**src/rtl/exp_align_shifter.sv**
```systemverilog
// Half-precision adder alignment stage: picks the larger-exponent operand and
// right-shifts the other significand one bit per cycle with guard/round/sticky.
module exp_align_shifter #(
  parameter int MAN_W     = 11,
  parameter int EXP_W     = 5,
  parameter int MAX_SHIFT = 13
) (
  input  logic             clk,
  input  logic             rst,
  input  logic             in_valid,
  output logic             in_ready,
  input  logic [EXP_W-1:0] exp_a,
  input  logic [EXP_W-1:0] exp_b,
  input  logic [MAN_W-1:0] man_a,
  input  logic [MAN_W-1:0] man_b,
  input  logic [EXP_W-1:0] exp_diff,
  input  logic             diff_neg,
  output logic             out_valid,
  input  logic             out_ready,
  output logic [EXP_W-1:0] exp_max,
  output logic [MAN_W-1:0] man_big,
  output logic [MAN_W+2:0] man_small,
  output logic             swapped
);

  localparam int CNT_W = $clog2(MAX_SHIFT + 1);
  localparam logic [EXP_W-1:0] MAX_E = EXP_W'(MAX_SHIFT);

  typedef enum logic [1:0] {
    IDLE,
    SHIFT,
    DONE
  } state_t;

  state_t             state;
  state_t             state_nx;
  logic [CNT_W-1:0]   cnt;
  logic               accept;
  logic [EXP_W-1:0]   diff_clamp;

  assign in_ready   = (state == IDLE);
  assign out_valid  = (state == DONE);
  assign accept     = in_valid && in_ready;
  assign diff_clamp = (exp_diff > MAX_E) ? MAX_E : exp_diff;

  always_ff @(posedge clk) begin
    if (rst) state <= IDLE;
    else     state <= state_nx;
  end

  always_comb begin
    state_nx = state;
    unique case (state)
      IDLE:    if (accept) state_nx = SHIFT;
      SHIFT:   if (cnt == '0) state_nx = DONE;
      DONE:    if (out_ready) state_nx = IDLE;
      default: state_nx = IDLE;
    endcase
  end

  // Sticky keeps the OR of every bit that has fallen off the bottom.
  always_ff @(posedge clk) begin
    if (rst) begin
      cnt       <= '0;
      exp_max   <= '0;
      man_big   <= '0;
      man_small <= '0;
      swapped   <= 1'b0;
    end else if (accept) begin
      swapped   <= diff_neg;
      man_big   <= diff_neg ? man_b : man_a;
      exp_max   <= diff_neg ? exp_b : exp_a;
      man_small <= {(diff_neg ? man_a : man_b), 3'b000};
      cnt       <= CNT_W'(diff_clamp);
    end else if (state == SHIFT && cnt != '0) begin
      man_small <= {1'b0, man_small[MAN_W+2:2],
                    man_small[1] | man_small[0]};
      cnt       <= cnt - 1'b1;
    end
  end

endmodule

```
**config.mk**
```make
export PLATFORM = sky130hd
export DESIGN_NAME = exp_align_shifter
export DESIGN_NICKNAME = d
export VERILOG_FILES = /design/src/rtl/exp_align_shifter.sv
export SDC_FILE = /design/constraint.sdc
export NUM_CORES = 1
export LEC_CHECK = 0
export CAP_MARGIN = 30
export CORE_MARGIN = 8
export CORE_UTILIZATION = 39
export DETAILED_ROUTE_END_ITERATION = 8
export PLACE_DENSITY = 0.76
export SYNTH_ARGS = -nofsm -noshare
export SYNTH_HDL_FRONTEND = slang
export SYNTH_SLANG_ARGS = --single-unit
```
**constraint.sdc**
```tcl
create_clock -name clk -period 1.7 [get_ports clk]
set_clock_uncertainty 0.15 [all_clocks]
set_input_delay 0.34 -clock clk [delete_from_list [all_inputs] [get_ports clk]]
set_output_delay 0.34 -clock clk [all_outputs]
set_load 0.005 [all_outputs]
```
# Yosys cells after proc, flatten, opt, wreduce, memory -nomap -nowiden

Cells that the tools add are included.

$add $sub $neg: 1
$lt $le $gt $ge: 1
Equal/unequal tests: 5
Mux-type cells: 12
Bitwise gates (word level): 1
Reductions and logical operators: 8

Operators by type and width:

| kind                | count |
|---|---|
| $mux 14             | 2 |
| $mux 11             | 2 |
| $mux 4              | 3 |
| $mux 2              | 3 |
| $pmux 2 s3          | 1 |
| $gt 5x4->1 const B  | 1 |
| $mux 5              | 1 |
| $logic_not 4->1     | 1 |
| $ne 2x1->1 const B  | 2 |
| $reduce_bool 4->1   | 1 |
| $sub 4x1->4 const B | 1 |
| $reduce_and 3->1    | 1 |
| $eq 2x1->1 const B  | 1 |
| $eq 2x2->1 const B  | 1 |
| $logic_and 1x1->1   | 2 |
| $logic_not 2->1     | 1 |
| $ne 2x2->1 const B  | 1 |
| $reduce_bool 2->1   | 1 |
| $reduce_or 2->1     | 1 |
| $or 1x1->1          | 1 |

Flip-flop bits (word level): 37
Input bits: 42
Output and inout bits: 33
Logic and storage cells: 35

# Longest topological paths before layout

Gate-level depths: netlist of run 1.

Depth in word-level cells: 4
Depth in mapped cells: 6
Gate-level depth less buffers: 5

# Worst setup path after synthesis of run 1

Ideal clock, no wire load.

Path type: register to register
Start: register cnt[0]
End: register man_small[10]
Library setup time: 0.112 ns
Arrival: 1.411 ns
Data required time: 1.438 ns
Slack: 0.027 ns
Cell stages (with the launch flop): 7
Buffers on the path: 1
Clock period less this slack: 1.673 ns
Path through: dfxtp_1 > inv_1 > ha_1 > or3b_1 > buf_2 > nand2_1 > a2111oi_1

Word-level cells in the longest chain between the ends: 3

Ends and longest elaborated chain:

| item                        | RTL line | RTL |
|---|---|---|
| from (decl)                 | 37       | `logic [CNT_W-1:0] cnt;` |
| from (signal assigned)      | 74       | `cnt <= CNT_W'(diff_clamp);` |
| from (signal assigned)      | 78       | `cnt <= cnt - 1'b1;` |
| $reduce_bool 4->1           | 75       | `end else if (state == SHIFT && cnt != '0) begin` |
| $logic_and 1x1->1           | 75       |  |
| $reduce_bool 2->1 (no line) | -        |  |
| to (signal assigned)        | 73       | `man_small <= {(diff_neg ? man_a : man_b), 3'b000};` |
| to (signal assigned)        | 76       | `man_small <= {1'b0, man_small[MAN_W+2:2],` |
| to (decl)                   | 22       | `output logic [MAN_W+2:0] man_small,` |

Every way passes these cells.
A chain may end at the register's enable or synchronous reset.

# Final worst setup path of run 1

Start: register man_small[9]
End: output port man_small[9]

No word-level cell between the ends.

==> impl_metrics.py, run 1 <==
metrics = {
    "run_status": {
        "status": "finished, final reports clean",
    },
    "clock_network": {
        "tritoncts.num_buffers": 5,
        "worst_skew_pair.late_latency_ns": 0.28,
        "cts_buffer_depth": 2,
        "cts_htree_levels": 2,
        "cts.reportedPaths.clkPinSlew_ns": 0.07,
        "postCtsSetupRepairBufs": 0,
        "cts_hold_repair.buffers": 0,
        "cts_tree": "built",
        "cts_root_buf": "clkbuf_8",
        "cts.sink_count": 37,
    },
    "floorplanning": {
        "dieArea_mm2": 0.007335,
        "floorplan.die.height_um": 85.65,
        "die_x_um": 85.65,
        "core_rows": 25,
        "start_util_pct": 40.32,
        "core_area_mm2": 0.004692,
        "design.portCount": 75,
    },
    "setup_path": {
        "cell_count_along_the_critical_path": 1,
        "setup.worst_path.start_class": "flip-flop",
        "worst_path_dominant_cell_family": "buffers and inverters",
        "cp_data_arrival_time_ns": 1.17,
        "endpoint_kind": "output pin",
        "cp_cell_sequence": "clkdlybuf4s50_1",
        "critical_path.startpoint": "man_small[9]$_SDFFE_PP0P_",
        "reg2reg_from": "cnt[0]$_SDFFE_PP0P_",
        "timing.critical_path.slowest_cell_delay_ns": 0.52,
        "r2r.worst_path.cells": 5,
        "crit_end": "man_small[9]",
        "critPathBufInv": 1,
        "cp.required_ns": 1.21,
        "r2r_end": "cnt[0]$_SDFFE_PP0P_",
        "reg2reg_setup_slack_ns": 0.07,
        "crit_path_top_delay_cell": "clkdlybuf4s50_1",
        "type_of_the_setup_path_with_the_least_slack": "flip-flop to output pin",
        "cp_max_fo": 3,
    },
    "sta": {
        "hold_viol_final": 0,
        "finalSetupViolations": 0,
        "clock.fmax_mhz": 603.2,
        "layout_worst_path_cycle_share_pct": 97.52,
        "worst_slew_margin_rel_pct": 68.31,
        "worst_pin_slew_ns": 0.4710,
        "finalWorstPathRequiredPeriod_ns": 1.658,
        "hold_slack_ns": 0.3143,
        "grt_setup_unrepaired": "yes",
        "slew_violations": 0,
    },
    "grt": {
        "grt_overflow_total": 0,
        "global_route_wire_length_before_repair_mm": 9.108,
        "antenna_found_initial": 0,
        "globalRouteTotalUtil_pct": 15.12,
        "grt_pass1_vias": 1917,
        "grt_start_max_net_pins": 39,
    },
    "run": {
        "cap_viol_max_count": 0,
    },
    "power_and_ir_drop": {
        "power.density_mw_per_mm2": 859.3,
        "leakage_nw": 1.166,
        "vdd_drop_max_v": 0.0005489,
    },
    "yosys": {
        "fraction_of_the_mapped_netlist_area_in_simple_logic_gates_pct": 20.37,
        "synth_adder_area_share_pct": 0.6614,
        "synth_top_family_by_area": "compound AO/OA/AOI/OAI gates",
        "yosysWarningCount": 0,
        "avgSynthCellArea_um2": 9.139,
        "post_synth_xor_area_fraction_pct": 0,
        "cell_variety_after_synth": 38,
        "synthMuxAreaShare_pct": 9.061,
        "mappedNetlistArea_mm2": 0.001892,
        "yosysSeqAreaShare_pct": 39.15,
        "postSynthNetCount": 250,
        "count_of_flip_flops_with_a_built_in_enable_after_synthesis": 0,
        "synth.ff_latch_count": 37,
        "complex_gate_fraction_of_the_synthesized_area_pct": 24.67,
        "netlist_instances": 207,
        "ys_dominant_reg_cell": "dfxtp_1",
        "synth_async_sr_flop_share_pct": 0,
    },
    "drt": {
        "drcViolationCount": 0,
        "routedWlPerCell_um": 15.89,
        "route.detailed.vias_per_inst": 5.432,
        "drt_pre_antenna_iters": 4,
        "drt_iter0_markers": 80,
        "dr_total_vias": 1874,
        "drt.antenna.violating_nets": 0,
        "finalWirelength_mm": 5.481,
    },
    "finish": {
        "fill_cells": 408,
        "utilization_pct": 65.39,
        "fraction_of_final_layout_cells_with_drive_strength_greater_than_1_pct": 20.62,
        "antennaDiodeCount": 0,
        "area_grow_syn2layout_pct": 62.17,
        "finalNetCount": 334,
    },
    "min_path": {
        "hold_crit_path_type": "flip-flop to flip-flop",
    },
    "place": {
        "dpl.hpwl_mm": 3.979,
        "globalplace.congestion": 0.7622,
        "portBuffers": 74,
    },
}
[area by class of cell]
type / count / area (µm²) / share of cell area (%)
Inverter: 4 / 15.01 / 0.4894
Timing Repair Buffer: 94 / 974.7 / 31.77
Tap cell: 54 / 67.56 / 2.202
Sequential cell: 37 / 748.2 / 24.39
Multi-Input combinational cell: 149 / 1176 / 38.34
Clock buffer: 7 / 86.33 / 2.814
[per-layer routing]
layer,vias to the layer above,track usage (%),part of all wire (%)
li1,952,-,-
met1,870,17.23,42
met2,48,25.18,49
met3,4,6.590,7.9
met4,0,3.822,0.86
met5,-,0,0
[stage by stage]
stage	std cells	setup WS, ns	setup TNS (ns)	cell area [µm²]	total power [W]
floorplan	207	0.02685	0	1892	0.001458
global placement	336	-0.3212	-6.826	2820	0.001916
detailed placement	336	-0.3551	-7.964	2820	0.001929
CTS	345	0.001922	0	2967	0.002602
global route	345	-0.008219	-0.01300	3068	0.002799
finish	345	0.04224	0	3068	0.002636
[synthesized netlist by cell type, drive strengths merged, types with 2 or more instances]
library cell / n / area (µm²)
a211oi: 26 / 195.2
a2111oi: 9 / 112.6
o21ai: 6 / 30.03
nor3b: 2 / 31.28
dfxtp: 37 / 740.7
nor4: 9 / 56.30
a311oi: 5 / 43.79
mux2i: 16 / 160.2
nor3: 2 / 10.01
clkbuf: 5 / 18.77
nor2b: 13 / 81.33
a21oi: 6 / 30.03
nand3: 4 / 20.02
or3b: 2 / 20.02
nor2: 27 / 101.4
nand2b: 3 / 21.27
inv: 4 / 15.01
buf: 14 / 81.32
nand2: 4 / 15.01
o21bai: 2 / 15.01
[worst min path at each step]
stage | start | endpoint | slack, ns | cells after the start
floorplan | swapped$_SDFFE_PP0P_ | swapped$_SDFFE_PP0P_ | 0.30 | 2
global placement | swapped$_SDFFE_PP0P_ | swapped$_SDFFE_PP0P_ | 0.31 | 2
detailed placement | swapped$_SDFFE_PP0P_ | swapped$_SDFFE_PP0P_ | 0.31 | 2
CTS | swapped$_SDFFE_PP0P_ | swapped$_SDFFE_PP0P_ | 0.32 | 2
global route | swapped$_SDFFE_PP0P_ | swapped$_SDFFE_PP0P_ | 0.34 | 2
finish | swapped$_SDFFE_PP0P_ | swapped$_SDFFE_PP0P_ | 0.31 | 2
[power breakdown]
group | switching, W | internal (W) | total [W]
clock network | 0.000297 | 0.000322 | 0.000618
registers | 0.0000803 | 0.000975 | 0.00106
logic | 0.000417 | 0.000546 | 0.000963
total | 0.000794 | 0.00184 | 0.00264
[logic make-up (layout without fill, tap and decap cells)]
group	after synthesis	count (layout)
and+or+nand+nor	70	72
AOI/OAI and AO/OA	59	59
DFF	37	37
buffers and inverters	23	105
muxes	17	17
adders and majority gates	1	1
[timing repair]
| item | 4_1_cts | 5_1_grt |
|---|---|---|
| resized for setup | 16 | 21 |
| pin swaps | 1 | 5 |
| setup endpoints to repair | 15 | 20 |
| cloned | 2 | 0 |
[registers in the layout, indices dropped and copies added, names as in the netlist]
register and flops:
cnt 4, exp_max 5, man_big 11, man_small 14
state 2, swapped 1
[placed cells by master, fill, tap and decap left out, types with 3 or more instances in the layout]
cell type,netlist,final
a2111oi_2,1,5
a2111oi_4,1,4
a211oi_1,26,22
a211oi_2,0,4
a21oi_1,6,6
a311oi_1,5,5
buf_12,0,6
buf_4,2,12
clkbuf_8,0,6
clkdlybuf4s50_1,0,66
dfxtp_1,37,31
dfxtp_2,0,6
dlygate4sd2_1,0,3
dlymetal6s2s_1,0,4
mux2i_1,16,16
nand2_1,4,4
nand3_1,4,4
nor2_1,27,27
nor2b_1,13,12
nor4_1,9,8
o21ai_0,6,6
No activity file was read; power rests on OpenSTA's default activity.
==> inputs of run 2 (changes only) <==
--- a/config.mk
+++ b/config.mk
@@ -10,6 +10,7 @@
 export CORE_UTILIZATION = 39
 export DETAILED_ROUTE_END_ITERATION = 8
 export PLACE_DENSITY = 0.76
+export SKIP_LAST_GASP = 1
 export SYNTH_ARGS = -nofsm -noshare
 export SYNTH_HDL_FRONTEND = slang
 export SYNTH_SLANG_ARGS = --single-unit
==> impl_metrics.py, run 2 (same netlist as run 1, synthesis figures left out) <==
metrics = {
    "run_status": {
        "status": "finished, final reports clean",
    },
    "grt": {
        "grt_pass1_vias": 1917,
        "global_route_wire_length_before_repair_mm": 9.108,
        "grt_start_max_net_pins": 39,
        "grt_overflow_total": 0,
        "antenna_found_initial": 0,
        "globalRouteTotalUtil_pct": 15.12,
    },
    "finish": {
        "final_design_area_no_fill_mm2": 0.003052,
        "largest_reg_flops": 14,
        "antennaDiodeCount": 0,
        "final_cell_mix": "clkdlybuf4s50_1 (66), dfxtp_1 (31), nor2_1 (27)",
        "fraction_of_final_layout_cells_with_drive_strength_greater_than_1_pct": 19.59,
        "largestRegisters": "man_small: 14 flops, man_big: 11 flops, exp_max: 5 flops",
        "top_reg_by_flops": "man_small",
        "area_grow_syn2layout_pct": 61.31,
        "leading_cell_type_in_the_layout_fill_and_taps_excluded": "clkdlybuf4s50_1",
        "finalNetCount": 334,
    },
    "drt": {
        "drcViolationCount": 0,
        "routedWlPerCell_um": 15.86,
        "drt_iter0_markers": 85,
        "met2RoutedLength_mm": 2.716,
        "maxUsedRoutingLayer": "met4",
        "drt.antenna.violating_nets": 0,
        "dr_total_vias": 1876,
        "finalWirelength_mm": 5.472,
        "route.layer.met1.wl_mm": 2.246,
        "route.detailed.vias_per_inst": 5.438,
        "drt_pre_antenna_iters": 4,
        "route.met3.wl_um": 461,
    },
    "run": {
        "cap_viol_max_count": 0,
    },
    "sta": {
        "layout_worst_path_cycle_share_pct": 97.43,
        "clock.fmax_mhz": 603.8,
        "post-route-worst-setup-slack_ns": 0.04372,
        "finalSetupViolations": 0,
        "slew_violations": 0,
        "hold_viol_final": 0,
        "grt_setup_unrepaired": "yes",
        "tns_ns": 0,
        "worst_slew_margin_rel_pct": 68.06,
        "finalWorstPathRequiredPeriod_ns": 1.656,
        "worst_pin_slew_ns": 0.4748,
    },
    "setup_path": {
        "timing.critical_path.slowest_cell_delay_ns": 0.52,
        "cp_max_fo": 3,
        "cell_count_along_the_critical_path": 1,
        "cp_cell_sequence": "clkdlybuf4s50_1",
        "r2r_end": "man_small[9]$_SDFFE_PP0P_",
        "endpoint_kind": "output pin",
        "crit_path_top_delay_cell": "clkdlybuf4s50_1",
        "worst_path_dominant_cell_family": "buffers and inverters",
        "cp_data_arrival_time_ns": 1.17,
        "critPathBufInv": 1,
        "cp.required_ns": 1.21,
        "reg2reg_setup_slack_ns": 0.06,
        "reg2reg_from": "cnt[0]$_SDFFE_PP0P_",
        "setup.worst_path.start_class": "flip-flop",
        "r2r.worst_path.cells": 6,
        "type_of_the_setup_path_with_the_least_slack": "flip-flop to output pin",
    },
    "clock_network": {
        "cts_root_buf": "clkbuf_8",
        "worst_skew_pair.late_latency_ns": 0.28,
        "tritoncts.num_buffers": 5,
        "cts_hold_repair.buffers": 0,
        "cts_htree_levels": 2,
        "cts.reportedPaths.clkPinSlew_ns": 0.07,
        "cts_tree": "built",
        "cts.sink_count": 37,
        "cts_buffer_depth": 2,
        "postCtsSetupRepairBufs": 0,
    },
    "floorplanning": {
        "core_area_mm2": 0.004692,
        "dieArea_mm2": 0.007335,
        "die_x_um": 85.65,
        "core_rows": 25,
        "start_util_pct": 40.32,
        "design.portCount": 75,
        "floorplan.die.height_um": 85.65,
    },
    "power_and_ir_drop": {
        "pwr-share-clk_pct": 23.5,
        "switching_share_pct": 29.98,
        "seq_power_share_pct": 40.1,
        "switching_power_w": 0.0007875,
        "leakage_nw": 1.163,
        "power.density_mw_per_mm2": 860.8,
        "p_int_w": 0.001839,
        "vdd_drop_max_v": 0.0005475,
        "comb_power_share_pct": 36.4,
    },
    "place": {
        "dpl_cell_area_mm2": 0.002820,
        "globalplace.congestion": 0.7622,
        "portBuffers": 74,
        "post_place_worst_slack_ns": -0.3551,
        "dpl.hpwl_mm": 3.979,
    },
    "min_path": {
        "hold_end": "swapped$_SDFFE_PP0P_",
        "hold_path.startpoint": "swapped$_SDFFE_PP0P_",
        "min_path_cells": 2,
        "hold_crit_path_type": "flip-flop to flip-flop",
    },
}
run 2: metrics by stage:
step	total power, W	hold WS [ns]	cells	utilization (%)
floorplan	0.001458	0.3027	207	-
global placement	0.001916	0.3072	336	60.11
detailed placement	0.001929	0.3141	336	60.11
CTS	0.002602	0.3231	345	63.23
global route	0.002790	0.3385	345	65.04
finish	0.002627	0.3142	345	65.04
run 2: worst min-delay path, delay by kind of cell, from the launching register on:
kind | cells | cell delay [ns]
AOI/OAI and AO/OA | 1 | 0.06
DFF | 1 | 0.31
and+or+nand+nor | 1 | 0.05
run 2: how the worst max path moves through the flow:
stage | start | slack (ns) | to
5_1_grt | state[0]$_SDFFE_PP0P_ | -0.01 | exp_max[4]$_SDFFE_PP0P_
3_5_place_dp | in_valid | -0.36 | cnt[1]$_SDFFE_PP0P_
2_1_floorplan | cnt[0]$_SDFFE_PP0P_ | 0.03 | man_small[10]$_SDFFE_PP0P_
4_1_cts | cnt[0]$_SDFFE_PP0P_ | 0.002 | cnt[1]$_SDFFE_PP0P_
3_3_place_gp | in_valid | -0.32 | cnt[1]$_SDFFE_PP0P_
6_report | man_small[9]$_SDFFE_PP0P_ | 0.04 | man_small[9]
run 2: cell type report:
type / count / area (µm²)
Clock buffer: 7 / 86.33
Fill cell: 410 / 1640
Inverter: 4 / 15.01
Multi-Input combinational cell: 149 / 1160
Sequential cell: 37 / 748.2
Tap cell: 54 / 67.56
Timing Repair Buffer: 94 / 974.7
run 2: layer usage:
| layer | global-route usage (%) | vias up |
|---|---|---|
| li1 | - | 952 |
| met1 | 17.23 | 876 |
| met2 | 25.18 | 44 |
| met3 | 6.590 | 4 |
| met4 | 3.822 | 0 |
| met5 | 0 | - |
run 2: power by group through the flow:
stage          Clock, W  Combinational [W]  Sequential (W)
2_1_floorplan         0           0.000395         0.00106
3_3_place_gp          0           0.000856         0.00106
3_5_place_dp          0           0.000865         0.00106
4_1_cts        0.000642           0.000911         0.00105
5_1_grt        0.000682            0.00104         0.00107
6_report       0.000618           0.000956         0.00105
run 2: repair_timing:
| item | in CTS | in global routing |
|---|---|---|
| pin swaps | 1 | 5 |
| cloned | 2 | 0 |
| resized for setup | 16 | 18 |
| endpoints found under the setup margin | 15 | 20 |
